`src/rtl/ft600_pkg.sv`:
```
// Shared types and bus widths for the FT600 245-mode receive path.
package ft600_pkg;
  localparam int FT_DATA_W = 16;
  localparam int FT_BE_W   = 2;
  localparam int FT_WORD_W = FT_DATA_W + FT_BE_W;

  typedef enum logic [1:0] {IDLE, OE, READ, RELEASE} ft_rd_state_t;
endpackage

```
`src/rtl/ft600_rx_fifo.sv`:
```
// Single-clock first-word-fall-through FIFO: head word is visible on dout the cycle after its push, zero while empty.
// A pop while empty is ignored; the writer must never push while full.
module ft600_rx_fifo #(
  parameter int DEPTH = 16,
  parameter int WIDTH = 18
) (
  input  logic                     clk,
  input  logic                     rst,
  input  logic                     push,
  input  logic                     pop,
  input  logic [WIDTH-1:0]         din,
  output logic [WIDTH-1:0]         dout,
  output logic                     empty,
  output logic [$clog2(DEPTH):0]   count
);
  localparam int AW = $clog2(DEPTH);
  localparam logic [AW-1:0] PTR_ONE  = AW'(1);
  localparam logic [AW:0]   CNT_ONE  = (AW+1)'(1);
  localparam logic [AW:0]   CNT_FULL = (AW+1)'(DEPTH);

  logic [WIDTH-1:0] r_mem [DEPTH];
  logic [AW-1:0]    r_wr_ptr;
  logic [AW-1:0]    r_rd_ptr;
  logic [AW:0]      r_count;
  logic             w_pop;

  assign empty = (r_count == '0);
  assign w_pop = pop & ~empty;
  assign count = r_count;
  assign dout  = empty ? '0 : r_mem[r_rd_ptr];

  always_ff @(posedge clk) begin
    if (push) r_mem[r_wr_ptr] <= din;
  end

  always_ff @(posedge clk) begin
    if (rst) begin
      r_wr_ptr <= '0;
      r_rd_ptr <= '0;
      r_count  <= '0;
    end else begin
      if (push)  r_wr_ptr <= r_wr_ptr + PTR_ONE;
      if (w_pop) r_rd_ptr <= r_rd_ptr + PTR_ONE;
      if (push && !w_pop)      r_count <= r_count + CNT_ONE;
      else if (!push && w_pop) r_count <= r_count - CNT_ONE;
    end
  end

  a_no_push_when_full: assert property (@(posedge clk) disable iff (rst)
    !(push && r_count == CNT_FULL));
endmodule

```
`src/rtl/ft600_read.sv`:
```
// FT600 245-sync-FIFO read engine: drives OE#/RD#, registers the pad inputs and buffers words in a skid FIFO.
// Pad word reaches dout two edges after its READ edge; bursts stop while fewer than SKID_MARGIN entries are free.
module ft600_read
  import ft600_pkg::*;
#(
  parameter int SKID_DEPTH  = 16,
  parameter int SKID_MARGIN = 4
) (
  input  logic                 clk,
  input  logic                 rst,
  input  logic                 enable,
  input  logic                 ft_rxf_n,
  input  logic [FT_DATA_W-1:0] ft_data,
  input  logic [FT_BE_W-1:0]   ft_be,
  output logic                 ft_oe_n,
  output logic                 ft_rd_n,
  output logic                 busy,
  output logic [FT_DATA_W-1:0] dout,
  output logic [FT_BE_W-1:0]   dout_be,
  output logic                 dout_valid,
  input  logic                 dout_ready
);
  localparam int CW = $clog2(SKID_DEPTH) + 1;
  localparam logic [CW-1:0] DEPTH_C  = CW'(SKID_DEPTH);
  localparam logic [CW-1:0] MARGIN_C = CW'(SKID_MARGIN);

  ft_rd_state_t          r_state;
  logic                  r_oe_n;
  logic                  r_rd_n;
  logic                  r_busy;
  logic                  r_rxf_n_q;
  logic [FT_DATA_W-1:0]  r_data_q;
  logic [FT_BE_W-1:0]    r_be_q;
  logic                  r_rd_act_q;

  logic [CW-1:0]         w_count;
  logic [CW-1:0]         w_free;
  logic                  w_room;
  logic                  w_push;
  logic                  w_pop;
  logic                  w_empty;
  logic [FT_WORD_W-1:0]  w_fifo_dout;

  // The margin covers the word still in the input registers when READ is left.
  assign w_free = DEPTH_C - w_count;
  assign w_room = (w_free >= MARGIN_C);
  assign w_push = r_rd_act_q & ~r_rxf_n_q;
  assign w_pop  = dout_valid & dout_ready;

  always_ff @(posedge clk) begin
    if (rst) begin
      r_rxf_n_q  <= 1'b1;
      r_data_q   <= '0;
      r_be_q     <= '0;
      r_rd_act_q <= 1'b0;
    end else begin
      r_rxf_n_q  <= ft_rxf_n;
      r_data_q   <= ft_data;
      r_be_q     <= ft_be;
      r_rd_act_q <= (r_state == READ);
    end
  end

  // Strobes and busy are registered from the state being entered.
  always_ff @(posedge clk) begin
    if (rst) begin
      r_state <= IDLE;
      r_oe_n  <= 1'b1;
      r_rd_n  <= 1'b1;
      r_busy  <= 1'b0;
    end else begin
      case (r_state)
        IDLE: begin
          if (enable && !ft_rxf_n && w_room) begin
            r_state <= OE;
            r_oe_n  <= 1'b0;
            r_rd_n  <= 1'b1;
            r_busy  <= 1'b1;
          end
        end
        OE: begin
          r_state <= READ;
          r_oe_n  <= 1'b0;
          r_rd_n  <= 1'b0;
          r_busy  <= 1'b1;
        end
        READ: begin
          if (ft_rxf_n || !w_room || !enable) begin
            r_state <= RELEASE;
            r_oe_n  <= 1'b1;
            r_rd_n  <= 1'b1;
            r_busy  <= 1'b1;
          end
        end
        RELEASE: begin
          r_state <= IDLE;
          r_oe_n  <= 1'b1;
          r_rd_n  <= 1'b1;
          r_busy  <= 1'b0;
        end
        default: begin
          r_state <= IDLE;
          r_oe_n  <= 1'b1;
          r_rd_n  <= 1'b1;
          r_busy  <= 1'b0;
        end
      endcase
    end
  end

  ft600_rx_fifo #(
    .DEPTH (SKID_DEPTH),
    .WIDTH (FT_WORD_W)
  ) u_fifo (
    .clk   (clk),
    .rst   (rst),
    .push  (w_push),
    .pop   (w_pop),
    .din   ({r_be_q, r_data_q}),
    .dout  (w_fifo_dout),
    .empty (w_empty),
    .count (w_count)
  );

  assign ft_oe_n    = r_oe_n;
  assign ft_rd_n    = r_rd_n;
  assign busy       = r_busy;
  assign dout_valid = ~w_empty;
  assign dout       = w_fifo_dout[FT_DATA_W-1:0];
  assign dout_be    = w_fifo_dout[FT_WORD_W-1:FT_DATA_W];
endmodule

```
`config.mk`:
```
export PLATFORM = sky130hd
export DESIGN_NAME = ft600_read
export DESIGN_NICKNAME = d
export VERILOG_FILES = /design/src/rtl/ft600_pkg.sv /design/src/rtl/ft600_rx_fifo.sv /design/src/rtl/ft600_read.sv
export SDC_FILE = /design/constraint.sdc
export NUM_CORES = 1
export LEC_CHECK = 0
export ABC_AREA = 1
export CORE_ASPECT_RATIO = 1.5
export CORE_MARGIN = 5
export CORE_UTILIZATION = 65
export CTS_CLUSTER_DIAMETER = 80
export DETAILED_ROUTE_END_ITERATION = 10
export DONT_BUFFER_PORTS = 1
export GPL_ROUTABILITY_DRIVEN = 1
export PLACE_DENSITY = 0.8
export SYNTH_ARGS = -nofsm -noshare
export SYNTH_HDL_FRONTEND = slang
export SYNTH_SLANG_ARGS = --single-unit
```
`constraint.sdc`:
```
create_clock -name clk -period 6.1 [get_ports clk]
set_input_delay 1.83 -clock clk [delete_from_list [all_inputs] [get_ports clk]]
set_output_delay 1.83 -clock clk [all_outputs]
set_load 0.01 [all_outputs]
```
==> results of run 1 <==
## power breakdown
part / switching, mW / internal [mW]
clock: 0.775 / 1.11
sequential: 0.108 / 2.51
combinational: 0.984 / 0.401
total: 1.87 / 4.01
## state kept, by name, indices dropped and copies added (netlist names), named ones only
name / count
ft_oe_n: 1
r_rxf_n_q: 1
u_fifo.r_rd_ptr: 4
busy: 1
u_fifo.r_mem: 288
r_be_q: 2
u_fifo.count: 5
r_data_q: 16
r_state: 2
ft_rd_n: 1
u_fifo.r_wr_ptr: 4
r_rd_act_q: 1
## area by class of cell
type	count	area share (%)
clock buffers	32	5.21
clock inverters	20	1.64
inverters	57	1.48
multi-input cells	728	22.7
flip-flops and latches	330	65.3
well taps	264	2.27
repair buffers	27	1.40
## worst register-to-register path: cells and delay by family (launching register included)
kind,cells,cell delay (ns)
AOI/OAI and AO/OA,2,0.27
adders and majority gates,3,1.63
DFF,1,0.38
and+or+nand+nor,8,0.90
buffers and inverters,3,0.41
## cells by family (layout without fill, tap and decap cells)
| kind of cell | Yosys count | count (layout) | synth area share [%] |
|---|---|---|---|
| adders and majority gates | 16 | 16 | 1.56 |
| xor gates and xnor gates | 1 | 1 | 0.0658 |
| and+or+nand+nor | 546 | 546 | 16.6 |
| DFF | 330 | 330 | 71.2 |
| buffers and inverters | 120 | 136 | 4.34 |
| AOI/OAI and AO/OA | 165 | 165 | 6.24 |
## synthesized netlist by cell type, drive strengths merged
cell and instances:
a21oi 30, buf 39, clkbuf 24, clkinv 2
dfxtp 42, edfxtp 288, fa 1, ha 15
inv 55, nand2 118, nand3 118, nor2 306
nor3 2, o211ai 2, o21ai 133, or2 2
xor2 1
## path summary, 6_finish.rpt
path | start | to | slack [ns] | cells past startpoint
worst min register to register | u_fifo.r_rd_ptr[3] | flop | 0.46 | 1
worst max register to register | u_fifo.count[0] | u_fifo.count[4] | 2.47 | 16
worst min-delay path | u_fifo.r_rd_ptr[3] | flop | 0.46 | 1
worst max-delay path | flop | dout[11] | 1.34 | 7
## metrics by stage
step | hold slack, ns | power [mW] | cells
after floorplan | 0.412 | 3.71 | 1178
after detailed placement | 0.453 | 4.02 | 1406
after global routing | 0.488 | 6.16 | 1458
after global placement | 0.432 | 3.97 | 1406
final | 0.457 | 5.88 | 1458
after CTS | 0.462 | 5.89 | 1458
## metal layers
layer / part of all wire [%] / vias up
met1: 37 / 4115
met2: 51 / 441
met3: 7.5 / 74
met4: 4.1 / 0
met5: 0 / -
li1: - / 4027
==> impl_metrics.json, run 1 <==
{
  "grt.met3_usage_pct": 4.21,
  "netlist_area_before_placement_um2": 13300,
  "die-area_um2": 23500,
  "fraction_of_layout_cells_with_a_size_suffix_above_1_pct": 8.12,
  "die_h_um": 185,
  "post-route-min-period_ns": 4.76,
  "timing_worst_slew_pin_value_ns": 1.22,
  "synth_area_leaders": "sky130_fd_sc_hd__edfxtp_1 65%, sky130_fd_sc_hd__nor2_1 8.6%, sky130_fd_sc_hd__dfxtp_1 6.3%",
  "layout_commonest_cell": "sky130_fd_sc_hd__nor2_1",
  "floorplan.die.width_um": 127,
  "run_status": "complete, no violations",
  "wire_per_inst_um": 21.0,
  "place_hpwl_um": 17000,
  "rows": 64,
  "remaining_drc_errors": 0,
  "multi_input_area_um2": 3290,
  "most-common-layout-cells": "290 x sky130_fd_sc_hd__nor2_1, 288 x sky130_fd_sc_hd__edfxtp_1, 118 x sky130_fd_sc_hd__nand3_1, 118 x sky130_fd_sc_hd__nand2_1, 104 x sky130_fd_sc_hd__o21ai_0",
  "top_level_ports": 45,
  "met1_usage_pct": 31.4,
  "dp_worst_slack_ns": 1.89,
  "cp_slowest_cell": "sky130_fd_sc_hd__dfxtp_4",
  "drt-initial-drc-count": 978,
  "fin_ws_ns": 1.34,
  "cts-root-to-sink-buffers": 3,
  "utilization_of_the_core_after_routing_pct": 71.7,
  "buffers_added_on_ports": 0,
  "worst_ir_drop_vdd_v": 0.000423,
  "floorplan.core_area_um2": 20300,
  "path_max_fanout": 57,
  "finalSetupViolCount": 0,
  "crit_path_end_kind": "primary output",
  "route.detailed.vias_per_inst": 5.94,
  "grt_antenna_before_repair": 0,
  "post-cts-setup-buffer-count": 0,
  "clk_pin_slew_ns": 0.07,
  "fin_setup_tns_ns": 0,
  "critical_path.n_buffers_inverters": 1,
  "placed_cell_area_um2": 13500,
  "starting_density_of_the_core_pct": 65.7,
  "worst-endpoint-arrival_ns": 2.93,
  "grt_pass1_vias": 8656,
  "timing.hold.worst.class": "reg2reg",
  "max_stage_delay_ns": 0.74,
  "ys_seq_elements": 330,
  "use_met2_pct": 45.1,
  "htree_num_levels": 1,
  "syn_avg_cell_area_um2": 11.3,
  "worst_ep_required_time_ns": 4.27,
  "final_net_count": 1211,
  "gr-max-usage-layer": "met2",
  "synth_cells": 1178,
  "cts_inserted_buffers": 28,
  "ys_seq_area_share_pct": 71.2,
  "syn_nets": 1217,
  "post_cts_hold_buffer_count": 0,
  "tritoncts": "built",
  "max_clock_freq_mhz": 210,
  "flow.area_growth_from_synthesis_pct": 9.08,
  "maxcap_viol_count": 0,
  "clock_sink_count": 330,
  "synth_top_cell_by_area": "sky130_fd_sc_hd__edfxtp_1",
  "worst-setup-path-type": "reg2out",
  "finalWirelength_um": 30600,
  "post-synth-top-area-fraction_pct": 64.9,
  "worst_slew_margin_rel_pct": 18.3,
  "route.vias.total": 8657,
  "layout_worst_path_cycle_share_pct": 78.0,
  "global_route.usage.total_pct": 25.8,
  "synthDistinctLibCells": 23,
  "layout.area.seq_um2": 9490,
  "finClkSkew_ns": 0.0114,
  "worstSetupStartpointType": "flop",
  "cts-resized-gates": 0,
  "chain_of_cells_forming_the_critical_path": "buf_4 > nor2_1 > nor2_1 > o21ai_0 > nand3_1 > nand3_1 > a21oi_1",
  "postLayoutCellArea_um2": 14500,
  "grt_start_max_net_pins": 88,
  "cell_family_with_the_largest_share_of_critical_path_delay": "flip-flops",
  "insertion_delay_to_the_later_sink_of_the_worst_skew_pair_ns": 0.54,
  "pwr_density_cell_nw_per_um2": 405,
  "final_antenna_net_count": 0,
  "num_antenna_cells": 0,
  "unrepaired_setup_endpoints_after_global_routing": "no",
  "timing_hold_violations_final": 0,
  "wire_length_of_the_first_global_routing_pass_um": 46200,
  "cts-root-buf": "sky130_fd_sc_hd__clkbuf_16",
  "globalRoute.totalOverflow": 0,
  "fillCellCount": 1305,
  "gp_routability_congestion": 0.832,
  "slew_violations": 0,
  "static-leakage-power_nw": 5.27,
  "drt_pre_antenna_iters": 6,
  "synth-warning-count": 0
}
No activity file was read; power rests on OpenSTA's default activity.
==> inputs of run 2 (changes only) <==
--- a/config.mk
+++ b/config.mk
@@ -8,12 +8,12 @@
 export ABC_AREA = 1
 export CORE_ASPECT_RATIO = 1.5
 export CORE_MARGIN = 5
-export CORE_UTILIZATION = 65
+export CORE_UTILIZATION = 63
 export CTS_CLUSTER_DIAMETER = 80
 export DETAILED_ROUTE_END_ITERATION = 10
 export DONT_BUFFER_PORTS = 1
 export GPL_ROUTABILITY_DRIVEN = 1
-export PLACE_DENSITY = 0.8
+export PLACE_DENSITY = 0.78
 export SYNTH_ARGS = -nofsm -noshare
 export SYNTH_HDL_FRONTEND = slang
 export SYNTH_SLANG_ARGS = --single-unit
==> constraint.sdc (replaced) <==
create_clock -name clk -period 4.5 [get_ports clk]
set_input_delay 1.35 -clock clk [delete_from_list [all_inputs] [get_ports clk]]
set_output_delay 1.35 -clock clk [all_outputs]
set_load 0.01 [all_outputs]
==> run 2 against run 1 <==
Effect of this change: first-iteration DRC count is 35% higher; sequential cell count unchanged; utilization down 1.7 points; worst hold slack improved by 0.0093 ns; register-to-register slack lost 1.3 ns; die area rose by 3.0%; critical path type unchanged; largest cell class unchanged; highest routed layer unchanged.
==> impl_metrics.json, run 2 (synthesized netlist as in run 1, its figures left out) <==
{
  "run_status": "complete, no violations",
  "fin_setup_tns_ns": 0,
  "cts-root-to-sink-buffers": 3,
  "timing_hold_violations_final": 0,
  "unrepaired_setup_endpoints_after_global_routing": "no",
  "tritoncts": "built",
  "worst_ir_drop_vdd_v": 0.000613,
  "post-route-min-period_ns": 3.99,
  "worst_slew_margin_rel_pct": 29.1,
  "chain_of_cells_forming_the_critical_path": "buf_4 > nor2_1 > nor2_1 > o21ai_0 > nand3_1 > nand3_1 > a21oi_1 > buf_4",
  "grt_start_max_net_pins": 104,
  "fillCellCount": 1407,
  "finalSetupViolCount": 0,
  "worstSetupStartpointType": "flop",
  "max_stage_delay_ns": 0.54,
  "route.vias.total": 8779,
  "pwr_density_cell_nw_per_um2": 549,
  "drt_pre_antenna_iters": 5,
  "flow.area_growth_from_synthesis_pct": 9.89,
  "wire_per_inst_um": 20.8,
  "num_antenna_cells": 0,
  "htree_num_levels": 1,
  "fin_ws_ns": 0.510,
  "die_h_um": 188,
  "cts-resized-gates": 0,
  "crit_path_end_kind": "primary output",
  "max_clock_freq_mhz": 251,
  "finalWirelength_um": 30900,
  "global_route.usage.total_pct": 25.6,
  "remaining_drc_errors": 0,
  "worst-endpoint-arrival_ns": 2.64,
  "most-common-layout-cells": "290 x sky130_fd_sc_hd__nor2_1, 288 x sky130_fd_sc_hd__edfxtp_1, 118 x sky130_fd_sc_hd__nand3_1, 118 x sky130_fd_sc_hd__nand2_1, 104 x sky130_fd_sc_hd__o21ai_0",
  "proportion_of_power_drawn_by_combinational_gates_pct": 26.9,
  "post_cts_hold_buffer_count": 0,
  "globalRoute.totalOverflow": 0,
  "clk_pin_slew_ns": 0.07,
  "rows": 65,
  "cp_slowest_cell": "sky130_fd_sc_hd__dfxtp_4",
  "layout_commonest_cell": "sky130_fd_sc_hd__nor2_1",
  "dp_worst_slack_ns": 1.22,
  "static-leakage-power_nw": 5.34,
  "worst-setup-path-type": "reg2out",
  "post-cts-setup-buffer-count": 0,
  "insertion_delay_to_the_later_sink_of_the_worst_skew_pair_ns": 0.54,
  "power.switching_mw": 2.56,
  "largest_reg_flops": 288,
  "postLayoutCellArea_um2": 14600,
  "maxcap_viol_count": 0,
  "floorplan.die.width_um": 129,
  "clockPowerShare_pct": 29.3,
  "starting_density_of_the_core_pct": 63.7,
  "final_net_count": 1232,
  "layout_worst_path_cycle_share_pct": 88.7,
  "final_antenna_net_count": 0,
  "grt_pass1_vias": 8530,
  "wire_length_of_the_first_global_routing_pass_um": 47300,
  "place_hpwl_um": 16900,
  "path_max_fanout": 38,
  "fraction_of_layout_cells_with_a_size_suffix_above_1_pct": 9.05,
  "fin_cells": 1483,
  "cts-root-buf": "sky130_fd_sc_hd__clkbuf_16",
  "slew_violations": 0,
  "placed_cell_area_um2": 13700,
  "regToRegSetupSlack_ns": 1.13,
  "top_level_ports": 45,
  "seq_power_share_pct": 43.8,
  "cell_internal_pwr_mw": 5.47,
  "dp.cells": 1431,
  "worst_ep_required_time_ns": 3.15,
  "gp_routability_congestion": 0.788,
  "route.detailed.vias_per_inst": 5.92,
  "registers.top_by_ff_count": "u_fifo.r_mem",
  "cts_inserted_buffers": 28,
  "floorplan.core_area_um2": 20900,
  "timing.hold.worst.class": "reg2reg",
  "grt_antenna_before_repair": 0,
  "drt-initial-drc-count": 1319,
  "timing_worst_slew_pin_value_ns": 1.06,
  "die-area_um2": 24200,
  "switching_fraction_pct": 31.8,
  "buffers_added_on_ports": 0,
  "clock_sink_count": 330,
  "finClkSkew_ns": 0.0137
}
run 2: changes by cell type in the layout (fill, tap and decap cells not counted), sizes merged:
cell / previous run / this run
clkinvlp: 1 / 0
inv: 56 / 55
bufinv: 5 / 1
clkbuf: 32 / 46
clkinv: 15 / 7
buf: 27 / 48
run 2: area by class of cell:
class                      instances  area [um^2]  area share (%)
inverter                          57          215            1.47
sequential                       330         9490            64.9
tap                              268          335            2.29
multi-input combinational        728         3290            22.5
clock inverter                     6         62.6           0.427
timing repair buffer              48          398            2.72
clock buffer                      46          840            5.74
run 2: final timing paths:
check | start | to | depth (start not counted)
max | flop | dout[8] | 8
min | u_fifo.r_rd_ptr[3] | flop | 1
max reg2reg | u_fifo.count[0] | u_fifo.count[4] | 16
min reg2reg | u_fifo.r_rd_ptr[3] | flop | 1
run 2: metrics by stage:
| stage | hold WS, ns | utilization, % | power, mW |
|---|---|---|---|
| finish | 0.466 | 70.0 | 8.03 |
| global route | 0.503 | 70.0 | 8.41 |
| CTS | 0.466 | 70.0 | 8.03 |
| detailed placement | 0.456 | 65.7 | 5.70 |
| global placement | 0.426 | 65.7 | 5.63 |
| floorplan | 0.412 | - | 5.03 |
run 2: layer usage:
| metal | part of all wire, % | GRT usage [%] | routed length [um] |
|---|---|---|---|
| met2 | 50 | 42.7 | 15600 |
| met5 | 0 | 0 | 0 |
| met1 | 38 | 34.6 | 11700 |
| met3 | 8.0 | 2.96 | 2480 |
| met4 | 3.6 | 9.74 | 1120 |
run 2: power groups by stage:
stage          Sequential, mW  Combinational, mW  Clock [mW]
4_1_cts                  3.52               2.15        2.37
3_5_place_dp             3.58               2.12           0
5_1_grt                  3.53               2.39        2.49
6_report                 3.52               2.16        2.35
2_1_floorplan            3.52               1.50           0
3_3_place_gp             3.57               2.06           0
run 2: worst max-delay path: cells and delay by family (launching register included):
kind | cells | cell delay, ns
simple gates | 4 | 0.45
buf+inv | 2 | 0.66
compound gates | 2 | 0.43
flops | 1 | 0.54
